**config.mk**
```make
export PLATFORM = sky130hd
export DESIGN_NAME = scene_commit_ctrl
export DESIGN_NICKNAME = d
export VERILOG_FILES = /design/src/rtl/scene_pkg.sv /design/src/rtl/cdc_sync2.sv /design/src/rtl/scene_commit_ctrl.sv
export SDC_FILE = /design/constraint.sdc
export NUM_CORES = 1
export LEC_CHECK = 0
export ABC_AREA = 1
export CORE_UTILIZATION = 60
export DETAILED_ROUTE_END_ITERATION = 12
export DONT_BUFFER_PORTS = 1
export PLACE_DENSITY = 0.73
export SLEW_MARGIN = 20
export SYNTH_ARGS = -nofsm -noshare
export SYNTH_HDL_FRONTEND = slang
export SYNTH_SLANG_ARGS = --single-unit
```
**constraint.sdc**
```tcl
create_clock -name clk -period 2.9 [get_ports clk]
set_clock_uncertainty 0.1 [all_clocks]
set_input_delay 0.58 -clock clk [delete_from_list [all_inputs] [get_ports clk]]
set_output_delay 0.58 -clock clk [all_outputs]
set_load 0.005 [all_outputs]
```
**src/rtl/scene_pkg.sv**
```systemverilog
// Shared scene layout and commit-controller state encoding for the
// frontend / commit controller / rasteriser boundary.
package scene_pkg;

  localparam int SCENE_W = 105;

  // Field offsets into the packed scene word (LSB, MSB inclusive).
  localparam int BG_LSB         = 0;
  localparam int BG_MSB         = 5;
  localparam int POLY_COLOR_LSB = 6;
  localparam int POLY_COLOR_MSB = 17;
  localparam int V0_X_LSB       = 18;
  localparam int V0_X_MSB       = 31;
  localparam int V0_Y_LSB       = 32;
  localparam int V0_Y_MSB       = 43;
  localparam int V1_X_LSB       = 44;
  localparam int V1_X_MSB       = 57;
  localparam int V1_Y_LSB       = 58;
  localparam int V1_Y_MSB       = 69;
  localparam int V2_X_LSB       = 70;
  localparam int V2_X_MSB       = 83;
  localparam int V2_Y_LSB       = 84;
  localparam int V2_Y_MSB       = 95;
  localparam int DEPTH_LSB      = 96;
  localparam int DEPTH_MSB      = 101;
  localparam int POLY_EN_LSB    = 102;
  localparam int POLY_EN_MSB    = 103;
  localparam int EN_SCREEN      = 104;

  typedef enum logic {
    ARMED = 1'b0,
    DEFER = 1'b1
  } commit_state_e;

endpackage

```
**src/rtl/cdc_sync2.sv**
```systemverilog
// Two-flop synchroniser for a single asynchronous level; the reset value
// lets the output come up in the signal's idle level.
module cdc_sync2 #(
  parameter logic RESET_VAL = 1'b0
) (
  input  logic clk,
  input  logic rst_n,
  input  logic d,
  output logic q
);

  logic r_meta;
  logic r_sync;

  always_ff @(posedge clk or negedge rst_n) begin
    if (!rst_n) begin
      r_meta <= RESET_VAL;
      r_sync <= RESET_VAL;
    end else begin
      r_meta <= d;
      r_sync <= r_meta;
    end
  end

  assign q = r_sync;

endmodule

```
**src/rtl/scene_commit_ctrl.sv**
```systemverilog
// Frame-synchronous scene commit: swaps the active scene at the start of
// vblank, defers while SPI is busy, and schedules the SPI load window.
module scene_commit_ctrl
  import scene_pkg::*;
#(
  parameter int H_ACTIVE     = 640,
  parameter int H_TOTAL      = 800,
  parameter int V_ACTIVE     = 480,
  parameter int V_TOTAL      = 525,
  parameter int LOAD_H_START = 648,
  parameter int LOAD_H_END   = 792
) (
  input  logic               clk,
  input  logic               rst_n,
  input  logic [9:0]         hpos,
  input  logic [9:0]         vpos,
  input  logic               cs_in,
  input  logic [SCENE_W-1:0] scene_in,
  output logic [SCENE_W-1:0] scene_out,
  output logic               en_load,
  output logic               commit_pulse,
  output logic [7:0]         frame_cnt,
  output logic [3:0]         missed_cnt
);

  localparam logic [9:0] C_H_ACT  = 10'(H_ACTIVE);
  localparam logic [9:0] C_H_TOT  = 10'(H_TOTAL);
  localparam logic [9:0] C_H_LAST = 10'(H_TOTAL - 1);
  localparam logic [9:0] C_V_ACT  = 10'(V_ACTIVE);
  localparam logic [9:0] C_V_TOT  = 10'(V_TOTAL);
  localparam logic [9:0] C_LOAD_S = 10'(LOAD_H_START);
  localparam logic [9:0] C_LOAD_E = 10'(LOAD_H_END);

  logic               w_cs_s;
  logic               w_pending;
  logic               w_bypass;
  logic               w_in_range;
  logic               w_commit_point;
  logic               w_en_load_nxt;
  logic               w_commit;
  logic               w_missed;
  commit_state_e      r_state;
  commit_state_e      w_state_nxt;
  logic [SCENE_W-1:0] r_scene_out;
  logic               r_en_load;
  logic               r_commit_pulse;
  logic [7:0]         r_frame_cnt;
  logic [3:0]         r_missed_cnt;

  // Chip select idles high, so the synchroniser resets to "not busy".
  cdc_sync2 #(.RESET_VAL(1'b1)) u_cs_sync (
    .clk   (clk),
    .rst_n (rst_n),
    .d     (cs_in),
    .q     (w_cs_s)
  );

  assign w_pending      = (scene_in != r_scene_out);
  assign w_bypass       = ~scene_in[EN_SCREEN];
  assign w_in_range     = (hpos < C_H_TOT) && (vpos < C_V_TOT);
  assign w_commit_point = (hpos == 10'd0) && (vpos == C_V_ACT);

  // The per-line load window is kept inside horizontal blanking.
  assign w_en_load_nxt = w_in_range &&
                         (((hpos >= C_H_ACT) && (hpos >= C_LOAD_S) && (hpos < C_LOAD_E)) ||
                          (vpos > C_V_ACT));

  always_comb begin
    w_state_nxt = r_state;
    w_commit    = 1'b0;
    w_missed    = 1'b0;
    if (w_bypass) begin
      w_state_nxt = ARMED;
    end else begin
      case (r_state)
        ARMED: begin
          if (w_commit_point && w_pending) begin
            if (w_cs_s) w_commit    = 1'b1;
            else        w_state_nxt = DEFER;
          end
        end
        DEFER: begin
          if (w_cs_s) begin
            w_commit    = w_pending;
            w_state_nxt = ARMED;
          end else if (hpos == C_H_LAST) begin
            w_missed    = 1'b1;
            w_state_nxt = ARMED;
          end
        end
        default: w_state_nxt = ARMED;
      endcase
    end
  end

  always_ff @(posedge clk or negedge rst_n) begin
    if (!rst_n) begin
      r_state        <= ARMED;
      r_scene_out    <= '0;
      r_en_load      <= 1'b0;
      r_commit_pulse <= 1'b0;
      r_frame_cnt    <= '0;
      r_missed_cnt   <= '0;
    end else begin
      r_state        <= w_state_nxt;
      r_en_load      <= w_en_load_nxt;
      r_commit_pulse <= w_commit;
      if (w_bypass || w_commit) r_scene_out <= scene_in;
      if (w_commit_point) r_frame_cnt <= r_frame_cnt + 8'd1;
      if (w_missed && (r_missed_cnt != 4'hF)) r_missed_cnt <= r_missed_cnt + 4'd1;
    end
  end

  assign scene_out    = r_scene_out;
  assign en_load      = r_en_load;
  assign commit_pulse = r_commit_pulse;
  assign frame_cnt    = r_frame_cnt;
  assign missed_cnt   = r_missed_cnt;

endmodule

```
* After elaboration in Yosys (flattened, before gate mapping)
Cells that the tools add are included.
Cells by class: add/subtract/negate cells 2, magnitude comparators 6, eq/ne operators 4, multiplexer cells 15, bitwise gates (word level) 2, reduce and logical (&&, ||, !) cells 10
Operators by type and width (count):
- 105-bit != test | 1
- 10-bit less-than comparator (second input constant) | 3
- 10-bit greater-or-equal comparator (second input constant) | 2
- 1-bit two-way mux | 13
- 10-bit == test (second input constant) | 1
- 10-bit by 9-bit == test with 1-bit output (second input constant) | 1
- 10-bit by 9-bit greater-than comparator with 1-bit output (second input constant) | 1
- 10-bit logical NOT | 1
- 8-bit by 1-bit adder with 8-bit output (second input constant) | 1
- 1-bit logical AND | 7
- 4-bit by 1-bit adder with 4-bit output (second input constant) | 1
- 4-bit != test (second input constant) | 1
- 1-bit one-hot mux with 2 select lines | 2
- 1-bit logical OR | 2
- 1-bit inverter | 2
Storage, ports and cells: flip-flop bits (word level) 122, output and inout port bits 119, logic and storage cells 47

* Longest topological paths before layout
Gate-level depths: netlist of the first run.
depth in word-level cells 7, mapped depth 16, depth with buffers taken out 13

* By module
From an unflattened synthesis of the first run, not the netlist that was laid out.
Unflattened totals: cells, all modules 1037, area total of the unflattened synthesis 7069.3 um^2
By module, submodules not included:
- scene_commit_ctrl | times used 1, cells each 1035, area each 7016.7 um^2
- cdc_sync2 | times used 1, cells each 2, area each 52.6 um^2

* Worst setup path before layout of the first run
No wires, ideal clock.
path kind input -> register, start point input vpos[0], end point register r_scene_out[54], in the netlist scene_out[54], data arrival time 1.967 ns, data required time 2.683 ns, setup slack 0.717 ns, stages on the path 13, path buffers 3, cell sequence or2_1 -> clkinv_1 -> nand3b_2 -> nor2_4 -> nand2_4 -> nand2_2 -> nand2_1 -> o21bai_4 -> buf_6 -> buf_6 -> buf_2 -> nand3_1 -> nand2_1
On the way: cells in the longest elaborated chain, start to end 7
RTL lines:
- start, declared | RTL line scene_commit_ctrl.sv:16 | input logic [9:0] vpos,
- 10-bit by 9-bit == test with 1-bit output | RTL line scene_commit_ctrl.sv:61 | assign w_commit_point = (hpos == 10'd0) && (vpos == C_V_ACT);
- 1-bit logical AND | RTL line scene_commit_ctrl.sv:61
- 1-bit logical AND | RTL line scene_commit_ctrl.sv:77 | if (w_commit_point && w_pending) begin
- 1-bit two-way mux | RTL line scene_commit_ctrl.sv:77
- 1-bit one-hot mux with 2 select lines | RTL line scene_commit_ctrl.sv:75 | case (r_state)
- 1-bit two-way mux | RTL line scene_commit_ctrl.sv:72 | if (w_bypass) begin
- 1-bit logical OR | RTL line scene_commit_ctrl.sv:108 | if (w_bypass || w_commit) r_scene_out <= scene_in;
- end signal, assigned | RTL line scene_commit_ctrl.sv:108
- end, declared | RTL line scene_commit_ctrl.sv:44 | logic [SCENE_W-1:0] r_scene_out;
Every way passes these cells. A chain may end at the register's enable or synchronous reset.

* Worst setup path after layout of the first run
start point register r_scene_out[0], in the netlist scene_out[0], end point register r_scene_out[92], in the netlist scene_out[92]
On the way: cells in the longest elaborated chain, start to end 6
RTL lines:
- 105-bit != test * | RTL line scene_commit_ctrl.sv:58 | assign w_pending = (scene_in != r_scene_out);
- 1-bit logical AND | RTL line scene_commit_ctrl.sv:77
- 1-bit two-way mux | RTL line scene_commit_ctrl.sv:77
- 1-bit one-hot mux with 2 select lines * | RTL line scene_commit_ctrl.sv:75
- 1-bit two-way mux * | RTL line scene_commit_ctrl.sv:72
- 1-bit logical OR * | RTL line scene_commit_ctrl.sv:108
Mark *: on every way between the ends. The rest lies on a longest branch, timed or not.

==> impl_metrics.tcl, run 1 <==
set metrics [dict create \
    vias_per_cell 5.20 \
    cts_tree "done" \
    drc 0 \
    synth_seq_area_share_pct 43.1 \
    drive_gt1_share_pct 4.50 \
    synth_ff_type "dfrtp_1" \
    cts_root_buf "clkbuf_16" \
    min_period_over_period_pct 83.3 \
    yosysWarnings 0 \
    fin_nets 1161 \
    cp_slowest_cell "dfrtp_1" \
    place_hpwl_um 12600 \
    die-width_um 111 \
    clk_path_buf_depth 2 \
    crit_path_start_kind "flip-flop" \
    synth_edf_count 0 \
    core_area_um2 11500 \
    post-cts-setup-buffers 0 \
    pwr_density_cell_nw_per_um2 613 \
    drtIter0Drc 448 \
    num_antenna_cells 0 \
    synth_nets 1172 \
    dr.pass1.iters 5 \
    fillers 981 \
    r2r-start "scene_out[0]" \
    path_common_cell "nand2_1" \
    antenna_found_initial 0 \
    htreeDepth 4 \
    synth_cells 1042 \
    hold_viol 122 \
    place_congestion 0.802 \
    switchingPower_mw 1.19 \
    cts.sinks 122 \
    wire_per_inst_um 15.2 \
    insertion_delay_ns 0.42 \
    die_height_um 111 \
    critPathKind "reg -> reg" \
    post-route-min-period_ns 2.42 \
    synth-seq-cells 122 \
    worst_slew_pin_slew_ns 0.621 \
    timing.rr.end "scene_out[92]" \
    register_area_um2 3060 \
    drv_slew 0 \
    cp_cell_sequence "inv_1 -> nand2_1 -> nand2_1 -> nor2_1 -> nand2_1 -> nor2_1 -> nand2_1 -> nor2_1 -> nand2_1 -> o21bai_4 -> nand2_8 -> buf_4 -> nand2_1 -> nand2_1" \
    critPathRequiredTime_ns 3.11 \
    initial_utilization_pct 61.8 \
    intPower_mw 3.54 \
    synth_cell_types 34 \
    violations "hold timing" \
    path_max_fanout 59 \
    synth_top_area_cell "dfrtp_1" \
    max_stage_delay_ns 0.44 \
    setup_viol 0 \
    synth_top_area_share_pct 42.4 \
    multi_input_area_um2 3250 \
    grt_first_pass_wirelength_um 29300 \
    cp.arrival_ns 2.63 \
    swShare_pct 25.3 \
    relSlewSlack_pct 58.6 \
    cts_inserted_buffers 17 \
    syn_area_um2 7080 \
    grt_pass1_vias 5885 \
    hold_slack_ns -0.242 \
    synth_area_leaders "dfrtp_1 42%, nand2_1 25%, nand3_1 8.4%" \
    p_clk_share_pct 47.0 \
    clk_pin_slew_ns 0.05 \
    grt_max_degree 123 \
    dieArea_um2 12200 \
    worstHoldPathType "in -> async" \
    syn_area_per_cell_um2 6.80 \
    cap_violations 0 \
    async_reset_ff_share_pct 100 \
    seq_power_share_pct 42.9 \
    grtUsageTotal_pct 30.6 \
    comb_power_share_pct 10.2 \
    overflow 0 \
    leakagePower_nw 4.51 \
    area.growth.synth_to_final_pct 8.95 \
    port_buffers 0 \
    finalSetupTns_ns 0 \
    rrSetupSlack_ns 0.48 \
    boundaryPins 247 \
    fp-row-count 39 \
    critPathCaptureType "flip-flop" \
    cts_resized 0 \
    fin_util_pct 67.3 \
    peakVddDrop_mv 0.438 \
    fmax_ghz 0.414 \
    vias 6175 \
    wirelength_um 18000 \
    rsz0062_at_grt "no" \
    r2r.worst_path.cells 14 \
    outcome "complete, but fails checks" \
    ant_nets 0 \
]
[power by group through the flow]
| stage | Clock (mW) | Sequential, mW | Combinational, mW |
|---|---|---|---|
| floorplan | 0 | 2.00 | 0.427 |
| global placement | 0 | 2.05 | 0.466 |
| detailed placement | 0 | 2.05 | 0.483 |
| CTS | 2.25 | 2.03 | 0.487 |
| global route | 2.31 | 2.05 | 0.568 |
| finish | 2.22 | 2.03 | 0.482 |
[critical path, delay by kind of cell (launching register included)]
| kind | cells | cell delay (ns) |
|---|---|---|
| flip-flops | 1 | 0.44 |
| buffers and inverters | 2 | 0.39 |
| AO/OA/AOI/OAI | 1 | 0.27 |
| AND/OR/NAND/NOR | 11 | 1.09 |
[through the flow]
| step | worst slack (ns) | power [mW] | instances | hold slack, ns | instance area (µm²) |
|---|---|---|---|---|---|
| final | 0.484 | 4.73 | 1187 | -0.242 | 7720 |
| after global routing | 0.236 | 4.92 | 1187 | -0.260 | 7720 |
| after CTS | 0.496 | 4.76 | 1187 | -0.257 | 7720 |
| after detailed placement | 0.358 | 2.54 | 1155 | 0.187 | 7090 |
| after global placement | 0.387 | 2.52 | 1155 | 0.187 | 7090 |
| after floorplan | 0.717 | 2.43 | 1042 | 0.184 | 7080 |
[synth_stat cells (3+ instances only)]
cell and n:
buf_4 3, nor2_1 79, buf_1 4, and3_1 3
nor3_1 5, o21ai_0 4, xnor2_1 31, inv_1 147
clkbuf_1 8, nand3_1 119, nand2_1 464, dfrtp_1 120
a21oi_1 4, buf_6 6, buf_2 13, xor2_1 10
[layer usage]
metal	vias up	global-route usage, %	share of wire [%]
met5	-	0	0
met4	0	13.5	3.0
met3	38	11.5	9.2
met2	236	47.7	47
met1	2800	38.1	41
li1	3101	-	-
[how the worst max path moves through the flow]
stage / slack, ns / end / start / cells after the start
finish: 0.48 / scene_out[92] / scene_out[0] / 14
floorplan: 0.72 / scene_out[54] / vpos[0] / 13
global placement: 0.39 / scene_out[92] / vpos[0] / 12
global route: 0.24 / scene_out[44] / scene_out[0] / 14
detailed placement: 0.36 / scene_out[9] / vpos[0] / 12
CTS: 0.50 / scene_out[9] / scene_out[0] / 14
[registers in the layout (all words and copies together) (netlist names)]
signal	count
commit_pulse	1
en_load	1
frame_cnt	8
missed_cnt	4
r_state	1
scene_out	105
u_cs_sync.q	1
u_cs_sync.r_meta	1
[logic make-up (layout without fill, tap and decap cells)]
kind of cell,after synthesis,after routing,synth area share (%)
and+or+nand+nor,680,680,39.1
buffers and inverters,184,186,11.0
DFF,122,122,43.1
xor gates and xnor gates,41,41,5.07
AOI/OAI and AO/OA,11,11,0.989
adders and majority gates,2,2,0.353
muxes,2,2,0.318
[cell usage in the layout (no fill, tap or decap), drive strengths merged]
master  synthesis  final
dfrtp         120    120
bufinv          0      3
or2             1      1
and3            3      3
nand4           1      1
ha              2      2
inv           148    148
nor2           80     80
a21oi           4      4
buf            27      5
nor4            2      2
nor3            5      5
mux2            2      2
dfstp           2      2
clkbuf          8     25
a31oi           1      1
xor2           10     10
nand2         467    467
clkinv          1      5
o21bai          1      1
nand3b          1      1
xnor2          31     31
nand3         120    120
o21ai           5      5
[area by class of cell]
type                            instances  share of cell area (%)
Tap cell                              143                    2.32
Timing Repair Buffer                    5                   0.648
Sequential cell                       122                    39.6
Clock inverter                          7                    1.43
Multi-Input combinational cell        736                    42.1
Inverter                              149                    7.25
Clock buffer                           25                    6.68
No activity file was read; power rests on OpenSTA's default activity.
==> run 2, diff against run 1 <==
clock period = 2.5 ns   (was 2.9 ns; I/O delays follow)
==> run 2 against run 1 <==
Against the previous run: the flow still finishes with violations (hold timing); critical path depth increased by 1; die area is the same; clock power up 9%; wire length is 0.58% higher; hold slack worse by 0.081 ns; largest power group unchanged; highest routed layer unchanged.
==> impl_metrics.tcl, run 2 (synthesized netlist as in run 1, its figures left out) <==
set metrics [dict create \
    outcome "complete, but fails checks" \
    violations "hold timing" \
    place_area_um2 7120 \
    boundaryPins 247 \
    cts.sinks 122 \
    largest_register_ff_count 105 \
    ctsHoldBuffers 1 \
    worst_slew_pin_slew_ns 0.292 \
    cp.arrival_ns 2.46 \
    clk_pin_slew_ns 0.05 \
    relSlewSlack_pct 80.4 \
    worstHoldPathType "in -> async" \
    layout_commonest_cell "nand2_1" \
    die-width_um 111 \
    fin_nets 1163 \
    die_height_um 111 \
    drc 0 \
    num_antenna_cells 0 \
    pwr_density_cell_nw_per_um2 687 \
    dieArea_um2 12200 \
    wirelength_um 18100 \
    hold_slack_ns -0.322 \
    r2r.worst_path.cells 15 \
    ant_nets 0 \
    area.growth.synth_to_final_pct 9.50 \
    rrSetupSlack_ns 0.24 \
    finalSetupTns_ns 0 \
    initial_utilization_pct 61.8 \
    endpoint "scene_out[11]" \
    wire_per_inst_um 15.2 \
    vias_per_cell 5.25 \
    fin_util_pct 67.6 \
    cts_root_buf "clkbuf_16" \
    cts_tree "done" \
    hold_viol 122 \
    r2r-start "scene_out[16]" \
    vias 6239 \
    cap_violations 0 \
    rsz0062_at_grt "no" \
    setup_viol 0 \
    drtIter0Drc 418 \
    grtUsageTotal_pct 30.2 \
    clk_path_buf_depth 2 \
    critPathKind "reg -> reg" \
    critPathCaptureType "flip-flop" \
    overflow 0 \
    port_buffers 0 \
    dr.pass1.iters 5 \
    grt_max_degree 123 \
    core_area_um2 11500 \
    timing.rr.end "scene_out[11]" \
    htreeDepth 4 \
    cts_inserted_buffers 17 \
    path_max_fanout 54 \
    fmax_ghz 0.443 \
    leakagePower_nw 4.53 \
    design_area_um2 7760 \
    drv_slew 0 \
    critPathRequiredTime_ns 2.70 \
    peakVddDrop_mv 0.525 \
    place_congestion 0.773 \
    grt_pass1_vias 5876 \
    place_hpwl_um 12300 \
    final_cell_mix "464 x nand2_1, 147 x inv_1, 120 x dfrtp_1" \
    grt_first_pass_wirelength_um 29000 \
    crit_path_start_kind "flip-flop" \
    min_period_over_period_pct 90.3 \
    fp-row-count 39 \
    insertion_delay_ns 0.42 \
    antenna_found_initial 0 \
    cts_resized 0 \
    post-route-min-period_ns 2.26 \
    critPathLaunch "scene_out[16]" \
    drive_gt1_share_pct 4.59 \
]
## run 2: cell types whose count changed in the layout (fill, tap and decap cells not counted), sizes merged
cell | before | now
clkinv | 5 | 8
clkbuf | 25 | 23
bufinv | 3 | 2
dlygate4sd3 | 0 | 1
## run 2: repair_timing
item / CTS / global route
setup buffers: 0 / 1
setup endpoints to repair: 0 / 1
endpoints found under the hold margin: 123 / 122
## run 2: worst min-delay path by stage
stage | end | slack, ns | cells past startpoint
floorplan | commit_pulse | 0.10 | 0
global placement | scene_out[98] | 0.11 | 0
detailed placement | scene_out[98] | 0.11 | 0
CTS | scene_out[98] | -0.33 | 0
global route | scene_out[98] | -0.34 | 0
finish | scene_out[99] | -0.32 | 0
## run 2: area by class of cell
class | instances | area, µm²
Timing Repair Buffer | 7 | 135
Tap cell | 143 | 179
Clock buffer | 22 | 484
Clock inverter | 9 | 95.1
Inverter | 149 | 559
Sequential cell | 122 | 3060
Fill cell | 981 | 3710
Multi-Input combinational cell | 736 | 3250
## run 2: per-layer routing
metal  global-route usage, %  vias up  part of all wire, %
met4                    14.4        0                  3.4
li1                        -     3105                    -
met2                    47.2      253                   47
met1                    37.4     2839                   41
met5                       0        -                    0
met3                    10.7       42                  8.8
## run 2: critical path, cell delays in order (launching register included)
cell      delay, ns
dfrtp_1        0.43
inv_1          0.06
nand2_1        0.05
nand2_1        0.08
nor2_1         0.11
nand2_1        0.06
nor2_1         0.19
nand2_1        0.08
nor2_1         0.11
nand2_1        0.12
o21bai_4       0.18
buf_12         0.15
nand2_8        0.06
buf_12         0.19
nand2_1        0.08
nand2_1        0.06
## run 2: through the flow
stage / std cells / total power [mW] / worst slack (ns) / hold WS, ns
2_1_floorplan: 1042 / 2.81 / 0.397 / 0.104
5_1_grt: 1188 / 5.56 / 0.0119 / -0.335
3_3_place_gp: 1154 / 2.92 / 0.256 / 0.107
6_report: 1188 / 5.33 / 0.242 / -0.322
4_1_cts: 1186 / 5.36 / 0.230 / -0.332
3_5_place_dp: 1154 / 2.95 / 0.226 / 0.107
## run 2: power breakdown
part | internal (mW) | switching [mW] | total [mW]
logic | 0.252 | 0.315 | 0.567
clock network | 1.55 | 0.856 | 2.41
registers | 2.14 | 0.215 | 2.35
total | 3.94 | 1.39 | 5.33
==> run 3, diff against run 2 <==
CORE_MARGIN = 5   (was unset)
SLEW_MARGIN = unset   (was 20)
==> run 3 against run 2 <==
Against the previous run: the run still ends with hold timing left; via count is 0.14% higher; critical path depth is 1 lower; sequential power hardly changed; final cell count stayed put; sequential share of layout area is 0.064 points higher.
==> impl_metrics.tcl, run 3 (synthesized netlist as in run 1, its figures left out) <==
set metrics [dict create \
    die-width_um 119 \
    grt_first_pass_wirelength_um 30600 \
    critical_path_buf_inv_count 2 \
    place_hpwl_um 13400 \
    num_antenna_cells 0 \
    cts_inserted_buffers 17 \
    clk_pin_slew_ns 0.06 \
    critPathKind "reg -> reg" \
    drc 0 \
    fin_util_pct 67.3 \
    antenna_found_initial 0 \
    totalPowerFinal_mw 5.48 \
    cts_tree "done" \
    port_buffers 0 \
    hold_viol 122 \
    boundaryPins 247 \
    area.growth.synth_to_final_pct 9.33 \
    leakagePower_nw 4.52 \
    drive_gt1_share_pct 4.31 \
    grt_pass1_vias 5808 \
    wire_per_inst_um 15.9 \
    place_area_um2 7120 \
    final_cells 1188 \
    post-cts-setup-buffers 0 \
    place_congestion 0.802 \
    die_height_um 119 \
    setup_viol 0 \
    violations "hold timing" \
    design_area_um2 7740 \
    vias 6248 \
    worstHoldPathType "in -> async" \
    drv_slew 0 \
    post-route-min-period_ns 2.29 \
    insertion_delay_ns 0.42 \
    rrSetupSlack_ns 0.21 \
    grt_max_degree 123 \
    path_common_cell "nand2_1" \
    grtUsageTotal_pct 27.3 \
    fin_nets 1162 \
    critPathCaptureType "flip-flop" \
    overflow 0 \
    fmax_ghz 0.437 \
    finalSetupTns_ns 0 \
    rsz0062_at_grt "no" \
    cp.arrival_ns 2.49 \
    max_stage_delay_ns 0.43 \
    peakVddDrop_mv 0.458 \
    ant_nets 0 \
    hold_slack_ns -0.320 \
    worst_slew_pin_slew_ns 0.355 \
    min_period_over_period_pct 91.6 \
    fin_ws_ns 0.211 \
    cp_cell_sequence "inv_1 -> nand2_1 -> nand2_1 -> nor2_1 -> nand2_1 -> nor2_1 -> nand2_1 -> nor2_1 -> nand2_1 -> o21bai_4 -> nand2_8 -> buf_4 -> nand2_1 -> nand2_1" \
    wirelength_um 18900 \
    pwr_density_cell_nw_per_um2 708 \
    cts_root_buf "clkbuf_16" \
    drtIter0Drc 518 \
    vias_per_cell 5.26 \
    relSlewSlack_pct 76.4 \
    layout_commonest_cell "nand2_1" \
    dieArea_um2 14100 \
    cap_violations 0 \
    largest_register_ff_count 105 \
    final_cell_mix "464 x nand2_1, 147 x inv_1, 120 x dfrtp_1" \
    cts.sinks 122 \
    place_ws_ns 0.172 \
    ctsHoldBuffers 1 \
    crit_path_start_kind "flip-flop" \
    outcome "complete, but fails checks" \
    dr.pass1.iters 5 \
    fillers 1007 \
    htreeDepth 4 \
    cp_slowest_cell "dfrtp_1" \
    initial_utilization_pct 61.5 \
    path_delay_family "simple AND/OR/NAND/NOR gates" \
    fp-row-count 39 \
    clk_path_buf_depth 2 \
    core_area_um2 11500 \
    critPathRequiredTime_ns 2.70 \
    path_max_fanout 31 \
    placed_cells 1155 \
]
==> run 3: cell count changes in the layout (fill, tap and decap cells not counted) <==
cell,change
clkbuf_16,-1
buf_4,+1
clkbuf_1,+3
clkinv_2,-2
bufinv_16,+2
clkbuf_8,-2
buf_6,+1
buf_12,-2
==> run 3: timing repair <==
action | CTS | global route
gates resized for setup | 0 | 1
setup endpoints to repair | 0 | 3
endpoints found under the hold margin | 123 | 122
==> run 3: worst paths after layout <==
path | start | cells after the start | endpoint
max | scene_out[53] | 14 | scene_out[10]
min | rst_n | 0 | scene_out[58]
max reg2reg | scene_out[53] | 14 | scene_out[10]
min reg2reg | u_cs_sync.r_meta | 0 | u_cs_sync.q
max in group asynchronous | rst_n | 0 | u_cs_sync.q
min in group clk | scene_in[89] | 2 | scene_out[89]
==> run 3: area by class of cell <==
class	count	area, µm²	share of cell area (%)
clock inverters	9	145	1.87
inverters	149	559	7.22
well taps	143	179	2.31
flip-flops and latches	122	3060	39.5
repair buffers	6	88.8	1.15
clock buffers	23	468	6.04
multi-input cells	736	3250	42.0
==> run 3: power breakdown <==
| part | internal, mW | total [mW] | switching [mW] |
|---|---|---|---|
| Combinational | 0.250 | 0.560 | 0.310 |
| Clock | 1.71 | 2.56 | 0.850 |
| Sequential | 2.14 | 2.36 | 0.223 |
==> run 3: routing by layer <==
layer  up-vias  part of all wire, %  GRT usage [%]
li1       3102                    -              -
met1      2845                   40           34.7
met2       262                   47           41.3
met3        39                   11           11.4
met4         0                  2.8           11.1
met5         -                    0              0
